## src/rtl/io64_uart_tx.sv

```systemverilog
// io64_uart_tx: CPU15 output port at address 64. Buffers 16-bit words in a FIFO and sends each
// word as two UART frames, low byte first. Define UART_PARITY_EN to add an even-parity bit per frame.
module io64_uart_tx #(
  parameter int CLK_DIV    = 16,
  parameter int FIFO_DEPTH = 8
) (
  input  logic        CLK,
  input  logic        RESET,
  input  logic        WR_EN,
  input  logic [15:0] WR_DATA,
  input  logic        OVF_CLR,
  output logic        TX,
  output logic        FULL,
  output logic        EMPTY,
  output logic [15:0] STATUS
);
  localparam int          AW     = (FIFO_DEPTH > 1) ? $clog2(FIFO_DEPTH) : 1;
  localparam logic [15:0] DIV_M1 = 16'(CLK_DIV - 1);
  localparam logic [3:0]  DEPTH  = 4'(FIFO_DEPTH);

`ifdef UART_PARITY_EN
  typedef enum logic [2:0] {IDLE, START, DATA, PARITY, STOP} state_t;
`else
  typedef enum logic [2:0] {IDLE, START, DATA, STOP} state_t;
`endif

  logic [15:0]   mem [FIFO_DEPTH];
  logic [AW-1:0] wr_ptr, rd_ptr;
  logic [3:0]    count;
  logic          ovf;
  logic          push, pop, busy;

  state_t        state, state_n;
  logic [15:0]   baud, baud_n;
  logic [2:0]    bit_idx, bit_n;
  logic          hi, hi_n;
  logic [15:0]   word_q, word_n;
  logic          tx_q, tx_n;
  logic [7:0]    cur_byte;

  assign FULL   = (count == DEPTH);
  assign EMPTY  = (count == 4'd0);
  assign busy   = (state != IDLE);
  assign push   = WR_EN && !FULL;
  assign TX     = tx_q;
  assign STATUS = {8'h00, count, ovf, busy, FULL, EMPTY};

  always_ff @(posedge CLK) begin
    if (push) mem[wr_ptr] <= WR_DATA;
  end

  always_ff @(posedge CLK or posedge RESET) begin
    if (RESET) begin
      wr_ptr <= '0;
      rd_ptr <= '0;
      count  <= '0;
      ovf    <= 1'b0;
    end else begin
      if (push) wr_ptr <= wr_ptr + AW'(1);
      if (pop)  rd_ptr <= rd_ptr + AW'(1);
      if (push && !pop)      count <= count + 4'd1;
      else if (pop && !push) count <= count - 4'd1;
      // A dropped write outranks a clear on the same edge
      if (WR_EN && FULL)  ovf <= 1'b1;
      else if (OVF_CLR)   ovf <= 1'b0;
    end
  end

  always_ff @(posedge CLK or posedge RESET) begin
    if (RESET) begin
      state   <= IDLE;
      baud    <= '0;
      bit_idx <= '0;
      hi      <= 1'b0;
      word_q  <= '0;
      tx_q    <= 1'b1;
    end else begin
      state   <= state_n;
      baud    <= baud_n;
      bit_idx <= bit_n;
      hi      <= hi_n;
      word_q  <= word_n;
      tx_q    <= tx_n;
    end
  end

  assign cur_byte = hi ? word_q[15:8] : word_q[7:0];

  // tx_n is the line level for the state being entered, so TX stays a clean register output
  always_comb begin
    state_n = state;
    baud_n  = baud;
    bit_n   = bit_idx;
    hi_n    = hi;
    word_n  = word_q;
    tx_n    = tx_q;
    pop     = 1'b0;
    case (state)
      IDLE: begin
        tx_n = 1'b1;
        if (!EMPTY) begin
          pop     = 1'b1;
          word_n  = mem[rd_ptr];
          hi_n    = 1'b0;
          state_n = START;
          baud_n  = DIV_M1;
          tx_n    = 1'b0;
        end
      end
      START: begin
        if (baud == 16'd0) begin
          state_n = DATA;
          baud_n  = DIV_M1;
          bit_n   = 3'd0;
          tx_n    = cur_byte[0];
        end else begin
          baud_n = baud - 16'd1;
        end
      end
      DATA: begin
        if (baud == 16'd0) begin
          baud_n = DIV_M1;
          if (bit_idx == 3'd7) begin
`ifdef UART_PARITY_EN
            state_n = PARITY;
            tx_n    = ^cur_byte;
`else
            state_n = STOP;
            tx_n    = 1'b1;
`endif
          end else begin
            bit_n = bit_idx + 3'd1;
            tx_n  = cur_byte[bit_n];
          end
        end else begin
          baud_n = baud - 16'd1;
        end
      end
`ifdef UART_PARITY_EN
      PARITY: begin
        if (baud == 16'd0) begin
          state_n = STOP;
          baud_n  = DIV_M1;
          tx_n    = 1'b1;
        end else begin
          baud_n = baud - 16'd1;
        end
      end
`endif
      STOP: begin
        if (baud == 16'd0) begin
          if (!hi) begin
            hi_n    = 1'b1;
            state_n = START;
            baud_n  = DIV_M1;
            tx_n    = 1'b0;
          end else begin
            state_n = IDLE;
            tx_n    = 1'b1;
          end
        end else begin
          baud_n = baud - 16'd1;
        end
      end
      default: begin
        state_n = IDLE;
        tx_n    = 1'b1;
      end
    endcase
  end
endmodule

```

## config.mk

```make
export PLATFORM = sky130hd
export DESIGN_NAME = io64_uart_tx
export DESIGN_NICKNAME = d
export VERILOG_FILES = /design/src/rtl/io64_uart_tx.sv
export SDC_FILE = /design/constraint.sdc
export NUM_CORES = 1
export LEC_CHECK = 0
export BUFFER_PORTS_ARGS = -buffer_cell sky130_fd_sc_hd__buf_4
export CORE_MARGIN = 5
export CORE_UTILIZATION = 55
export CTS_BUF_LIST = sky130_fd_sc_hd__clkbuf_16
export DETAILED_ROUTE_END_ITERATION = 12
export PLACE_DENSITY = 0.75
export SLEW_MARGIN = 20
export SYNTH_ARGS = -nofsm -noshare
export SYNTH_HDL_FRONTEND = slang
export SYNTH_SLANG_ARGS = --single-unit
```

## constraint.sdc

```tcl
create_clock -name CLK -period 2.4 [get_ports CLK]
set_input_delay 0 -clock CLK [delete_from_list [all_inputs] [get_ports CLK]]
set_output_delay 0 -clock CLK [all_outputs]
set_load 0.01 [all_outputs]
```

After elaboration in Yosys (flattened, before gate mapping)
Memory sizes are Yosys's and may differ from the RTL's. A register that Yosys moved wholly into a read port is not among the register bits.
Index checks and enable logic that the tools add are counted.
- memory bits (writable): 128
- word-level logic and storage cells: 90
- register bits after elaboration: 35
- output and inout port bits: 19
- input port bits: 20
- memories kept: 1
- reduce and logical (&&, ||, !) cells: 23
- muxes and demuxes: 37
- $lt $le $gt $ge: 1
- add/subtract/negate cells: 6
- bitwise logic cells: 1
- equality and inequality tests: 12
- memories (name ; depth ; bits a word ; rd ports ; clocked after Yosys merged registers in ; wr ports ; line ; text):
    mem ; 8 ; 16 ; 1 ; 1 ; 1 ; 27 ; logic [15:0] mem [FIFO_DEPTH];
- operator list (cell ; count):
    $mux W16 ; 4
    $pmux W16 S3 ; 1
    $mux W3 ; 8
    $logic_not A16 Y1 ; 1
    $mux W1 ; 16
    $sub A16 B1 Y16 const B ; 1
    $ne A2 B2 Y1 const B ; 6
    $pmux W3 S4 ; 1
    $add A3 B1 Y3 const B ; 3
    $reduce_and A3 Y1 ; 3
    $mux W4 ; 2
    $mux W8 ; 1
    $reduce_bool A2 Y1 ; 4
    $eq A3 B2 Y1 const B ; 2
    $pmux W3 S2 ; 1
    $reduce_bool A3 Y1 ; 2
    $reduce_and A5 Y1 ; 1
    $add A4 B1 Y4 const B ; 1
    $eq A4 B4 Y1 const B ; 1
    $logic_and A1 B1 Y1 ; 4
    $logic_not A4 Y1 ; 1
    $lt A3 B4 Y1 const B ; 1
    $pmux W1 S4 ; 1
    $reduce_and A4 Y1 ; 1
    other kinds (11) ; 13

Longest topological paths before layout
- word-level depth: 7
- depth in mapped cells: 13
- mapped depth without buffers: 11

Worst setup path before layout
No wires, ideal clock.
- kind: reg2reg
- start: register count[0]
- end: register count[3]
- setup time: 0.130 ns
- arrival time: 2.706 ns
- cell stages (with the launch flop): 12
- clock period less this slack: 2.836 ns
- path slack: -0.436 ns
- path buffers: 1
- data required time: 2.270 ns
- path through: dfrtp_1 > nor4b_1 > nor2b_1 > clkbuf_1 > ha_1 > inv_1 > ha_1 > a21o_1 > a21oi_1 > xnor2_1 > nor2_1 > xor2_1
- cells in the longest elaborated chain, start to end: 6
- elaborated cells on any way between the ends: 15
- those cells by class: add/sub: 2; eq/ne: 1; mux: 4; reduce/logical: 8
- RTL lines (what ; line ; text):
    from (decl) ; 29 ; logic [3:0] count;
    from (signal assigned) ; 61 ; if (push && !pop) count <= count + 4'd1;
    from (signal assigned) ; 62 ; else if (pop && !push) count <= count - 4'd1;
    $eq A4 B4 Y1 * ; 41 ; assign FULL = (count == DEPTH);
    via FULL ; 13 ; output logic FULL,
    $logic_not A1 Y1 * ; 44 ; assign push = WR_EN && !FULL;
    $logic_and A1 B1 Y1 * ; 44 ;
    via push ; 31 ; logic push, pop, busy;
    $logic_not A1 Y1 ; 62 ;
    $logic_and A1 B1 Y1 ; 62 ;
    $reduce_bool A2 Y1 (no line) ; n/a ;
Mark *: on every way through the listed nets, which the timed path passes. The rest lies on a longest branch. The select of a mux whose other input is x is not followed.
A chain may end at the register's enable or synchronous reset.

Worst setup path after layout
- start: register count[0]
- end: register count[3]
- cells in the longest elaborated chain, start to end: 6
- elaborated cells on any way between the ends: 15
- those cells by class: add/sub: 2; eq/ne: 1; mux: 4; reduce/logical: 8
- RTL lines (what):
    branches (longest 6 deep; another with $sub A4 B1 Y4)
Parallel ways; which one is timed is not known. The select of a mux whose other input is x is not followed.

==> PnR_summary.wiki <==
{| class="wikitable"
! Metric !! Value
|-
| Result of the run || complete, no violations
|-
| Pin count of the biggest net entering global routing || 40
|-
| Top layer reached by signal wires || met4
|-
| Total of warnings raised by yosys || 0
|-
| Cell area after synthesis || 7684 um^2
|-
| Power density normalized to cell area || 1249 nW/um^2
|-
| Count of final max-slew check failures || 0
|-
| Crit Path Class || flop to flop
|-
| F_max || 427.9 MHz
|-
| Die Ht || 128.2 um
|-
| Number of detailed-route iterations in the first pass || 4
|-
| Wire length of the first global-routing pass || 24,210 um
|-
| Leakage power figure || 3.349 nW
|-
| Count of cells along the worst register-to-register path || 10
|-
| Antenna violations before repair || 0
|-
| Clock period minus worst slack || 2.337 ns
|-
| Worst EP required || 2.70 ns
|-
| Initial cell density of the core || 0.5579
|-
| Count of max-cap constraint violations || 0
|-
| Count of input and output buffers || 30
|-
| Worst setup margin || 0.06306 ns
|-
| Root cell of the clock tree || sky130_fd_sc_hd__clkbuf_16
|-
| Diodes inserted || 0
|-
| Vias in the first global route || 4,451
|-
| Library cell occupying the most area in the post-synthesis netlist || sky130_fd_sc_hd__edfxtp_1
|-
| Grt total ovfl || 0
|-
| Startpoint type of the worst setup path || flop
|-
| Cell area after layout || 8941 um^2
|-
| Met2 Wirelength || 7691 um
|-
| Clock buffers created by TritonCTS || 17
|-
| #FFs+latches synth || 178
|-
| Avg Inst Size Synth || 16.21 um^2
|-
| First-iteration detailed-routing DRC count || 327
|-
| Detailed-route DRC error count || 0
|-
| Cell area after placement || 8168 um^2
|-
| Clock tree from TritonCTS || done
|-
| R2r setup slk || 0.06 ns
|-
| Async SR Flop Fraction || 0.2809
|-
| Number of nets in the layout || 575
|-
| CTS Buffer Depth || 2
|-
| Wire length on met1 || 6148 um
|-
| Tightest Pin Transition || 0.8381 ns
|-
| Maximum resistive drop on vdd || 863.1 uV
|-
| Slew headroom || 0.4405
|-
| Data arrival at the endpoint of the critical path || 2.64 ns
|-
| Routed wire length per instance || 20.08 um
|-
| Top Ports || 39
|-
| CTS sink count || 178
|-
| Final weighted congestion in routability-driven placement || 0.8464
|-
| Count of cell types in the netlist || 62
|-
| CTS H-tree depth || 4
|-
| Largest fanout of any net on the critical path || 3
|-
| Horiz. Die Dim || 128.2 um
|-
| Worst-skew pair later-pin latency || 0.43 ns
|-
| Number of setup violations in the final report || 0
|-
| Global router's overall resource usage || 0.1949
|-
| Detailed-routed wire length on met3 || 585 um
|-
| Number of enable-type register cells in the synthesized netlist || 128
|-
| Core occupancy in the finished layout || 0.6492
|-
| Final Hold Fails || 0
|-
| Final Routed Wirelength || 14,720 um
|-
| Cell count of the worst hold path || 4
|-
| Std-Cell Core Area || 13,770 um^2
|-
| Part of the Yosys area used for sequential elements || 0.6632
|-
| Pre-CTS WS || 0.05701 ns
|-
| Ratio of cells with drive above 1 in the final layout || 0.2731
|-
| Number of instances in the synthesized netlist || 474
|-
| Final Hold Slack || 0.1504 ns
|-
| Top post-synthesis cells by area || sky130_fd_sc_hd__edfxtp_1 (50%), sky130_fd_sc_hd__dfrtp_1 (16%), sky130_fd_sc_hd__mux4_2 (10%), sky130_fd_sc_hd__mux2i_1 (2.5%), sky130_fd_sc_hd__ha_1 (2.1%)
|-
| Clock transition time at the flip-flop clock pins of the worst setup and hold paths || 0.07 ns
|-
| Most frequent cell after synthesis || sky130_fd_sc_hd__edfxtp_1
|-
| Final clock period utilization by the worst path || 0.9737
|-
| Vias post-DR || 4,238
|-
| Site row count || 43
|-
| Primary flip-flop cell chosen by synthesis mapping || sky130_fd_sc_hd__edfxtp_1
|-
| Kind of capture point of the worst setup path || flop
|-
| Final Skew || 0.008870 ns
|-
| Antenna Nets Post-Route || 0
|-
| Area fraction of the dominant cell type after synthesis || 0.5002
|-
| Die area || 16,430 um^2
|-
| Area Growth Syn to Fin || 16.37%
|-
| Vias per std cell || 5.782
|-
| Detailed Place HPWL || 9161 um
|-
| Most common library cells after synthesis || sky130_fd_sc_hd__edfxtp_1 (128), sky130_fd_sc_hd__dfrtp_1 (49), sky130_fd_sc_hd__mux4_2 (34)
|-
| Worst min-delay path class || primary input to flop
|}
## power breakdown
group	switching (mW)	leakage [nW]	internal (mW)
clock network	1.17	0.266	1.44
logic	2.07	1.30	1.89
registers	0.547	1.79	4.06
## placed cells by master, fill, tap and decap left out, types with 3 or more instances in the layout
master and n:
sky130_fd_sc_hd__inv_6 5, sky130_fd_sc_hd__o21ai_0 31, sky130_fd_sc_hd__a22o_1 6, sky130_fd_sc_hd__a22oi_1 3
sky130_fd_sc_hd__a21o_1 4, sky130_fd_sc_hd__mux2i_1 19, sky130_fd_sc_hd__nand2b_1 6, sky130_fd_sc_hd__nor3_2 5
sky130_fd_sc_hd__nand2_1 28, sky130_fd_sc_hd__nor2_1 17, sky130_fd_sc_hd__o31ai_2 3, sky130_fd_sc_hd__a21oi_1 5
sky130_fd_sc_hd__clkinvlp_4 3, sky130_fd_sc_hd__ha_1 13, sky130_fd_sc_hd__xor2_1 3, sky130_fd_sc_hd__dlygate4sd3_1 19
sky130_fd_sc_hd__inv_1 12, sky130_fd_sc_hd__conb_1 8, sky130_fd_sc_hd__and3_1 5, sky130_fd_sc_hd__or3_1 3
sky130_fd_sc_hd__o21ai_1 6, sky130_fd_sc_hd__clkbuf_16 17, sky130_fd_sc_hd__xnor2_1 5, sky130_fd_sc_hd__buf_4 52
sky130_fd_sc_hd__nor4_1 3, sky130_fd_sc_hd__nor2b_1 4, sky130_fd_sc_hd__nor3_1 7, sky130_fd_sc_hd__mux4_2 34
sky130_fd_sc_hd__edfxtp_1 128, sky130_fd_sc_hd__mux2_2 3, sky130_fd_sc_hd__dfrtp_1 47
## flip-flops by register name, indices dropped and copies added, names as in the netlist
signal	cells
state	2
wr_ptr	3
baud	16
hi	1
word_q	16
TX	1
rd_ptr	3
mem	128
ovf	1
count	4
bit_idx	3
## worst paths after layout
kind,start,to
hold reg to reg,word_q[1],word_q[1]
hold / removal,WR_EN,wr_ptr[0]
max in group asynchronous,RESET,word_q[1]
setup / recovery,count[0],count[3]
setup reg to reg,count[0],count[3]
min in group asynchronous,RESET,baud[5]
## worst max-delay path, stage by stage (launching register included)
cell                      delay, ns
sky130_fd_sc_hd__dfrtp_1       0.45
sky130_fd_sc_hd__nor4b_4       0.35
sky130_fd_sc_hd__nor2b_1       0.12
sky130_fd_sc_hd__ha_1          0.25
sky130_fd_sc_hd__inv_1         0.12
sky130_fd_sc_hd__ha_1          0.24
sky130_fd_sc_hd__a21o_1        0.19
sky130_fd_sc_hd__a21oi_2       0.16
sky130_fd_sc_hd__xnor2_1       0.14
sky130_fd_sc_hd__nor2_1        0.07
sky130_fd_sc_hd__xor2_1        0.14
## layer usage
metal	global-route usage	vias up
met3	0.04542	29
li1	-	1957
met1	0.2535	2161
met5	0	-
met4	0.07054	0
met2	0.3227	91
## metrics by stage
step / TNS (ns) / power (mW) / cells
finish: 0 / 11.17 / 733
floorplan: -0.2345 / 7.443 / 481
global route: -0.04222 / 11.84 / 733
global placement: 0 / 8.354 / 681
detailed placement: 0 / 8.554 / 681
CTS: 0 / 11.20 / 731
## final cells by class
cell class	instances	area, um^2
Sequential cell	178	5099
Fill cell	1002	4832
Multi-Input combinational cell	259	2412
Timing Repair Buffer	72	600.6
Clock buffer	17	425.4
Tap cell	180	225.2
Clock inverter	14	130.1
Inverter	13	48.80
## repair_timing
item / CTS / global route
hold buffers: 19 / 0
endpoints found under the hold margin: 166 / 0
resized for setup: 0 / 2
setup buffers: 0 / 2
endpoints found under the setup margin: 0 / 1
## cell families after synthesis
family,Yosys count,share of synthesized area
flip-flops,178,0.6632
AND/OR/NAND/NOR,96,0.07377
AO/OA/AOI/OAI,76,0.06889
multiplexers,57,0.1308
buffers and inverters,44,0.02996
adder cells (fa/ha/maj),14,0.02378
XOR/XNOR,8,0.009119
other,1,0.0004881
(Power assumes the default switching activity.)
